### config.mk
export PLATFORM = sky130hd
export DESIGN_NAME = thirty_two_bit_left_pad_flat
export DESIGN_NICKNAME = d
export VERILOG_FILES = /design/src/rtl/thirty_two_bit_left_pad_if.sv /design/src/rtl/thirty_two_bit_left_pad.sv /design/src/flat_wrapper.sv
export SDC_FILE = /design/constraint.sdc
export NUM_CORES = 1
export LEC_CHECK = 0
export CAP_MARGIN = 30
export CORE_MARGIN = 4
export CORE_UTILIZATION = 39
export DETAILED_ROUTE_END_ITERATION = 10
export PLACE_DENSITY = 0.77
export REMOVE_ABC_BUFFERS = 1
export SETUP_SLACK_MARGIN = 0.3
export SYNTH_ARGS = -nofsm -noshare
export SYNTH_HDL_FRONTEND = slang
export SYNTH_SLANG_ARGS = --single-unit
### constraint.sdc
create_clock -name clk -period 1.9 [get_ports clk]
set_input_delay 0.38 -clock clk [delete_from_list [all_inputs] [get_ports clk]]
set_output_delay 0.38 -clock clk [all_outputs]
set_load 0.1 [all_outputs]
### src/rtl/thirty_two_bit_left_pad_if.sv
// Bus bundle for the left-pad block: combinational pad path plus
// the valid/ready registered channel. sign_ext exists only with LEFT_PAD_SIGN_EXT_EN.
interface thirty_two_bit_left_pad_if #(
    parameter int IN_W  = 32,
    parameter int OUT_W = 64
);
    logic [IN_W-1:0]  a;
    logic [OUT_W-1:0] out;
    logic             in_valid;
    logic             in_ready;
    logic [OUT_W-1:0] out_q;
    logic             out_valid;
    logic             out_ready;
`ifdef LEFT_PAD_SIGN_EXT_EN
    logic             sign_ext;
`endif

    modport master (
        output a,
        output in_valid,
        output out_ready,
`ifdef LEFT_PAD_SIGN_EXT_EN
        output sign_ext,
`endif
        input  out,
        input  in_ready,
        input  out_q,
        input  out_valid
    );

    modport slave (
        input  a,
        input  in_valid,
        input  out_ready,
`ifdef LEFT_PAD_SIGN_EXT_EN
        input  sign_ext,
`endif
        output out,
        output in_ready,
        output out_q,
        output out_valid
    );
endinterface

### src/rtl/thirty_two_bit_left_pad.sv
// Pads an IN_W word up to OUT_W bits, combinationally and through a
// 2-entry FIFO. Optional macro LEFT_PAD_SIGN_EXT_EN selects sign fill via sign_ext.
module thirty_two_bit_left_pad #(
    parameter int IN_W  = 32,
    parameter int OUT_W = 64
) (
    input logic                          clk,
    input logic                          rst_n,
    thirty_two_bit_left_pad_if.slave     bus
);

    if (OUT_W < IN_W) begin : g_bad_width
        $error("thirty_two_bit_left_pad: OUT_W must be >= IN_W");
    end

    typedef enum logic [1:0] {
        EMPTY = 2'd0,
        ONE   = 2'd1,
        FULL  = 2'd2
    } state_t;

    state_t           state;
    state_t           state_nx;
    logic [OUT_W-1:0] mem [2];
    logic             wr_ptr;
    logic             rd_ptr;
    logic             fill;
    logic [OUT_W-1:0] padded;
    logic             push;
    logic             pop;

    function automatic logic [OUT_W-1:0] pad(
        input logic [IN_W-1:0] d,
        input logic            f
    );
        logic [OUT_W-1:0] r;
        r = '0;
        for (int i = 0; i < OUT_W; i++) begin
            if (i < IN_W) r[i] = d[i];
            else          r[i] = f;
        end
        return r;
    endfunction

`ifdef LEFT_PAD_SIGN_EXT_EN
    assign fill = bus.sign_ext & bus.a[IN_W-1];
`else
    assign fill = 1'b0;
`endif

    // Same padded word feeds the direct output and the FIFO write port
    assign padded = pad(bus.a, fill);
    assign bus.out = padded;

    assign bus.out_valid = (state != EMPTY);
    assign bus.out_q     = mem[rd_ptr];
    // A pop in the same cycle frees the slot a full buffer needs
    assign bus.in_ready  = (state != FULL) || bus.out_ready;

    assign push = bus.in_valid && bus.in_ready;
    assign pop  = bus.out_valid && bus.out_ready;

    // Occupancy state register
    always_ff @(posedge clk or negedge rst_n) begin
        if (!rst_n) state <= EMPTY;
        else        state <= state_nx;
    end

    // Next occupancy from push/pop
    always_comb begin
        state_nx = state;
        unique case (state)
            EMPTY: if (push) state_nx = ONE;
            ONE: begin
                if (push && !pop)      state_nx = FULL;
                else if (pop && !push) state_nx = EMPTY;
            end
            FULL: if (pop && !push) state_nx = ONE;
            default: state_nx = EMPTY;
        endcase
    end

    // Storage and pointers; reset clears everything so out_q reads 0
    always_ff @(posedge clk or negedge rst_n) begin
        if (!rst_n) begin
            mem[0] <= '0;
            mem[1] <= '0;
            wr_ptr <= 1'b0;
            rd_ptr <= 1'b0;
        end else begin
            if (push) begin
                mem[wr_ptr] <= padded;
                wr_ptr      <= ~wr_ptr;
            end
            if (pop) rd_ptr <= ~rd_ptr;
        end
    end

endmodule

### src/flat_wrapper.sv
// flat-port wrapper written by rule: the top's interface ports become plain ports
module thirty_two_bit_left_pad_flat 
#(
    parameter int IN_W  = 32,
    parameter int OUT_W = 64
)
  (clk, rst_n, bus_a, bus_in_valid, bus_out_ready, bus_out, bus_in_ready, bus_out_q, bus_out_valid);
  thirty_two_bit_left_pad_if #(.IN_W(IN_W), .OUT_W(OUT_W)) bus_i ();
  input logic clk;
  input logic rst_n;
  input wire logic [$bits(bus_i.a)-1:0] bus_a;
  input wire logic [$bits(bus_i.in_valid)-1:0] bus_in_valid;
  input wire logic [$bits(bus_i.out_ready)-1:0] bus_out_ready;
  output wire logic [$bits(bus_i.out)-1:0] bus_out;
  output wire logic [$bits(bus_i.in_ready)-1:0] bus_in_ready;
  output wire logic [$bits(bus_i.out_q)-1:0] bus_out_q;
  output wire logic [$bits(bus_i.out_valid)-1:0] bus_out_valid;
  assign bus_i.a = bus_a;
  assign bus_i.in_valid = bus_in_valid;
  assign bus_i.out_ready = bus_out_ready;
  assign bus_out = bus_i.out;
  assign bus_in_ready = bus_i.in_ready;
  assign bus_out_q = bus_i.out_q;
  assign bus_out_valid = bus_i.out_valid;
  thirty_two_bit_left_pad #(.IN_W(IN_W), .OUT_W(OUT_W)) u_core (.clk(clk), .rst_n(rst_n), .bus(bus_i));
endmodule
* Word level (Yosys, flattened, before mapping)
Cells that the tools add are included.
** Operators by class
- Magnitude comparators :: 3
- Equal/unequal tests :: 6
- Muxes and demuxes :: 11
- Bitwise gates (word level) :: 4
- Reductions and logical operators :: 11
** Operators with widths (count)
- two-way mux 64 bit :: 4
- bitwise mux 128 bit :: 1
- demux 64 bit (select 1 bit) :: 1
- two-way mux 2 bit :: 4
- one-hot mux 2 bit (3 select lines) :: 1
- logical AND 1 bit :: 5
- >= comparator 2 bit, second input constant :: 2
- != test 2 x 1 -> 1 bit, second input constant :: 2
- inverter 1 -> 2 bit :: 2
- != test 3 x 1 -> 1 bit, second input constant :: 1
- AND reduction 3 bit :: 1
- equality test 2 x 1 -> 1 bit, second input constant :: 1
- equality test 2 bit, second input constant :: 1
- logical NOT 1 bit :: 2
- logical NOT 2 bit :: 1
- less-than comparator 2 x 1 -> 1 bit, second input constant :: 1
- != test 2 bit, second input constant :: 1
- inverter 1 bit :: 2
- nonzero test 2 bit :: 1
- logical OR 1 bit :: 1
** Storage, ports and cells
- Bits in registers :: 132
- Input bits :: 36
- Output and inout bits :: 130
- Logic and storage cells :: 40

* Longest topological paths before layout
- Depth in word-level cells :: 8
- Mapped depth :: 6
- Gate-level depth less buffers :: 6

* Least setup slack after synthesis
Ideal clock, no wire load.
- Kind :: reg2reg
- From :: register u_core.state[0]
- To :: register u_core.state[1]
- Setup time :: 0.083 ns
- Arrival time :: 1.997 ns
- Required time :: 1.817 ns
- Setup slack :: -0.180 ns
- Stages on the path, launching flop included :: 7
- Buffers on the path :: 0
- Period minus slack after synthesis :: 2.080 ns
- Path through :: dfrtp_1 > or3b_4 > nand2_1 > inv_1 > ha_1 > or4bb_1 > o21ai_0
** On the way
- Word-level cells in the longest chain between the ends :: 7
- Elaborated cells on any way between the ends :: 18
- Those cells by class :: eq/ne: 6; mux: 2; reduce/logical: 10
** Ends and longest elaborated chain
- start: declaration :: line thirty_two_bit_left_pad.sv:22 : state_t state;
- start signal: assignment :: line thirty_two_bit_left_pad.sv:66 : else state <= state_nx;
- != test 2 bit * :: line thirty_two_bit_left_pad.sv:58 : assign bus.in_ready = (state != FULL) || bus.out_ready;
- logical OR 1 bit * :: line thirty_two_bit_left_pad.sv:58
- net bus_in_ready :: line flat_wrapper.sv:15 : output wire logic [$bits(bus_i.in_ready)-1:0] bus_in_ready;
- logical AND 1 bit * :: line thirty_two_bit_left_pad.sv:60 : assign push = bus.in_valid && bus.in_ready;
- net u_core.push :: line thirty_two_bit_left_pad.sv:29 : logic push;
- logical NOT 1 bit :: line thirty_two_bit_left_pad.sv:76, thirty_two_bit_left_pad.sv:78
- logical AND 1 bit :: line thirty_two_bit_left_pad.sv:76, thirty_two_bit_left_pad.sv:78
- != test 3 x 1 -> 1 bit (no line) or != test 2 x 1 -> 1 bit (tied branches)
- AND reduction 3 bit (no line)
Mark *: on every way through the listed nets, which the timed path passes. The rest lies on a longest branch.
A chain may end at the register's enable or synchronous reset.

* Final worst setup path
- From :: register u_core.rd_ptr
- To :: output port bus_out_q[29]
** On the way
- Word-level cells in the longest chain between the ends :: 4
** Ends and longest elaborated chain
- start: declaration :: line thirty_two_bit_left_pad.sv:26 : logic rd_ptr;
- start signal: assignment :: line thirty_two_bit_left_pad.sv:95 : if (pop) rd_ptr <= ~rd_ptr;
- inverter 1 -> 2 bit (not written as such) :: line thirty_two_bit_left_pad.sv:56 : assign bus.out_q = mem[rd_ptr];
- two-way mux 64 bit (not written as such) (3 in series) :: line thirty_two_bit_left_pad.sv:56
- end: declaration :: line flat_wrapper.sv:16 : output wire logic [$bits(bus_i.out_q)-1:0] bus_out_q;
Every way passes these cells. The select of a mux whose other input is x is not followed.

==> reports/results.tsv <==
stage	metric	value	unit
run_status	status	finished, violations left	
run_status	failing checks	negative setup slack	
detailed_routing	wire per inst	17.56	µm
worst_setup_path	Setup crit end kind	output pin	
detailed_routing	DR DRC count	0	
placement	DP HPWL	5.545	mm
detailed_routing	Total Routed Length	9.254	mm
clock_network	CTS root buf	clkbuf_8	
placement	RD Place Congestion	0.6971	
synthesis	Mapped Area	3979	µm²
global_routing	first-pass GRT wire length	13.79	mm
timing	setup_tns	-559.5	ps
floorplanning	Die Ht	109.0	µm
clock_network	clk buf depth	2	
placement	dpl cells	491	
cells_and_area	commonest non-fill, non-tap cell in the layout	mux2_4	
clock_network	H-tree levels	3	
worst_setup_path	critical path class	flip-flop to output pin	
cells_and_area	Util after Layout	0.6197	
worst_setup_path	Critical Path RT	1520	ps
clock_network	Hold Buf Count CTS	0	
timing	PnR worst setup slack	-45.37	ps
synthesis	area share of the largest cell type after synthesis	0.4277	
worst_setup_path	Reg2Reg Setup Slack	10	ps
timing	Final Skew	8.829	ps
timing	unrepaired setup endpoints after global routing	true	
placement	PortBufs	101	
timing	count of final setup violators	15	
worst_setup_path	Crit. Startpoint	u_core.rd_ptr	
clock_network	Worst-path clk slew	70	ps
worst_setup_path	CP arrival	1570	ps
floorplanning	Std-Cell Core Area	9864	µm²
worst_setup_path	CP Capture Point	bus_out_q[29]	
detailed_routing	Detail Route Antenna Nets	0	
worst_setup_path	CP Max Fanout	8	
detailed_routing	TritonRoute pass-1 iters	4	
clock_network	CTS Sinks	68	
timing	Slew Limit Fails	0	
timing	final worst-path cycle share	1.024	
global_routing	vias in the first global route	2498	
synthesis	syn_area_per_cell	13.67	µm²
floorplanning	chip width	109.0	µm
hold_path	hold crit path type	input pin to async pin	
floorplanning	Initial Util	0.4033	
synthesis	sequential share of the synthesized area	0.4277	
detailed_routing	initial DRC count	62	
floorplanning	I/O pins	166	
detailed_routing	vias	2287	
worst_setup_path	reg2reg start	u_core.state[0]	
synthesis	Yosys warnings	0	
synthesis	Seq cells post-synth	68	
worst_setup_path	R2R Path End	u_core.mem[90]	
global_routing	largest net degree at the start of global routing	69	
detailed_routing	vias per cell	4.340	
clock_network	CTS tree	yes	
clock_network	clock latency on the worst-skew pair	330	ps
worst_setup_path	crit path launch type	flip-flop	
cells_and_area	layout cells sized above 1	0.5584	
floorplanning	Die Area	11880	µm²
timing	Fmax	514.0	MHz
cells_and_area	post-synthesis to final-layout area growth	53.65	%
floorplanning	row cnt	36	
global_routing	remaining global-route overflow	0	
global_routing	Tot GR Track Use	0.1531	
synthesis	Synth cell types	21	
synthesis	Syn Inst Count	291	
cells_and_area	Nets	429	
cells_and_area	fin cells	527	
global_routing	initial antenna violation count	0	
worst_setup_path	worst r2r path cells	6	
timing	final count of hold timing violations	0	
cells_and_area	most frequent cells in the layout	89 x mux2_4, 73 x buf_12, 67 x dfrtp_1	
cells_and_area	diode count	0	
timing	min cycle time layout	1945	ps
run	max-cap check violation count	0	
synthesis	top post-synthesis cells by area	dfrtp_1 43%, mux2_4 23%, buf_4 18%, mux2_2 8.2%, buf_6 2.3%	
clock_network	CTS buffer count	9	
synthesis	area leader, netlist	dfrtp_1	
==> cells by family after synthesis <==
logic type,after synthesis,synth area share
buf+inv,110,0.2094
other cells,1,0.0009425
compound gates,2,0.002516
simple gates,9,0.01793
flops,68,0.4277
fa+ha+maj,2,0.006288
xor+xnor,2,0.004403
mux,97,0.3308
==> critical path, stage by stage (launching register included) <==
cell	delay [ps]
dfrtp_2	450
buf_12	150
buf_16	140
mux2_4	320
buf_12	170
==> area by class of cell <==
type	count	area [µm²]
timing repair buffer	134	2208
multi-input combinational	176	1836
inverter	2	10.01
sequential	68	1703
tap	133	166.4
clock inverter	2	35.03
clock buffer	12	155.1
fill	709	3751
==> synthesized netlist by cell type <==
library cell,n
inv_1,2
conb_1,1
or3b_4,1
and3_4,1
mux2_2,29
mux2_1,7
or2_2,1
nand2_1,2
buf_6,8
or4bb_1,1
mux2_4,60
ha_1,2
o21ai_0,2
clkbuf_1,4
and3b_1,1
xnor2_1,2
mux2i_1,1
or2b_1,1
nand3b_1,1
buf_4,96
dfrtp_1,68
==> metrics by stage <==
step | hold WS, ps | setup WS [ps] | area [µm²]
6_report | 57.35 | -45.37 | 6113
5_1_grt | 74.91 | -84.58 | 6113
4_1_cts | 66.62 | -41.52 | 5917
3_5_place_dp | 431.8 | -358.2 | 5381
3_3_place_gp | 426.0 | -310.9 | 5381
2_1_floorplan | 84.41 | -784.0 | 3390
==> state kept, by name (all words and copies together), names as in the netlist <==
name / cells
u_core.mem: 64
u_core.rd_ptr: 1
u_core.wr_ptr: 1
u_core.state: 2
==> worst min path at each step <==
| stage | end | from | slack (ps) |
|---|---|---|---|
| finish | u_core.mem[71] | rst_n | 60 |
| global route | u_core.mem[24] | rst_n | 70 |
| CTS | u_core.mem[71] | rst_n | 70 |
| detailed placement | u_core.mem[71] | rst_n | 430 |
| global placement | u_core.mem[7] | rst_n | 430 |
| floorplan | u_core.mem[0] | rst_n | 80 |
==> timing repair <==
item / 4_1_cts / 5_1_grt
endpoints found under the setup margin: 99 / 99
buffers inserted: 7 / 7
pin swaps: 3 / 4
gates cloned: 8 / 0
endpoints found under the hold margin: 0 / 0
resized for setup: 30 / 39
==> routing by layer <==
layer	global-route usage	wire length, µm	vias to the layer above
met2	0.2662	4785	97
met5	0	0	-
li1	-	-	1021
met4	0.04058	74	0
met3	0.03256	526	5
met1	0.1924	3868	1164
Power is left out: the tool's default activity adds up to more than one toggle a clock period on the data nets, which glitch-free logic cannot reach.
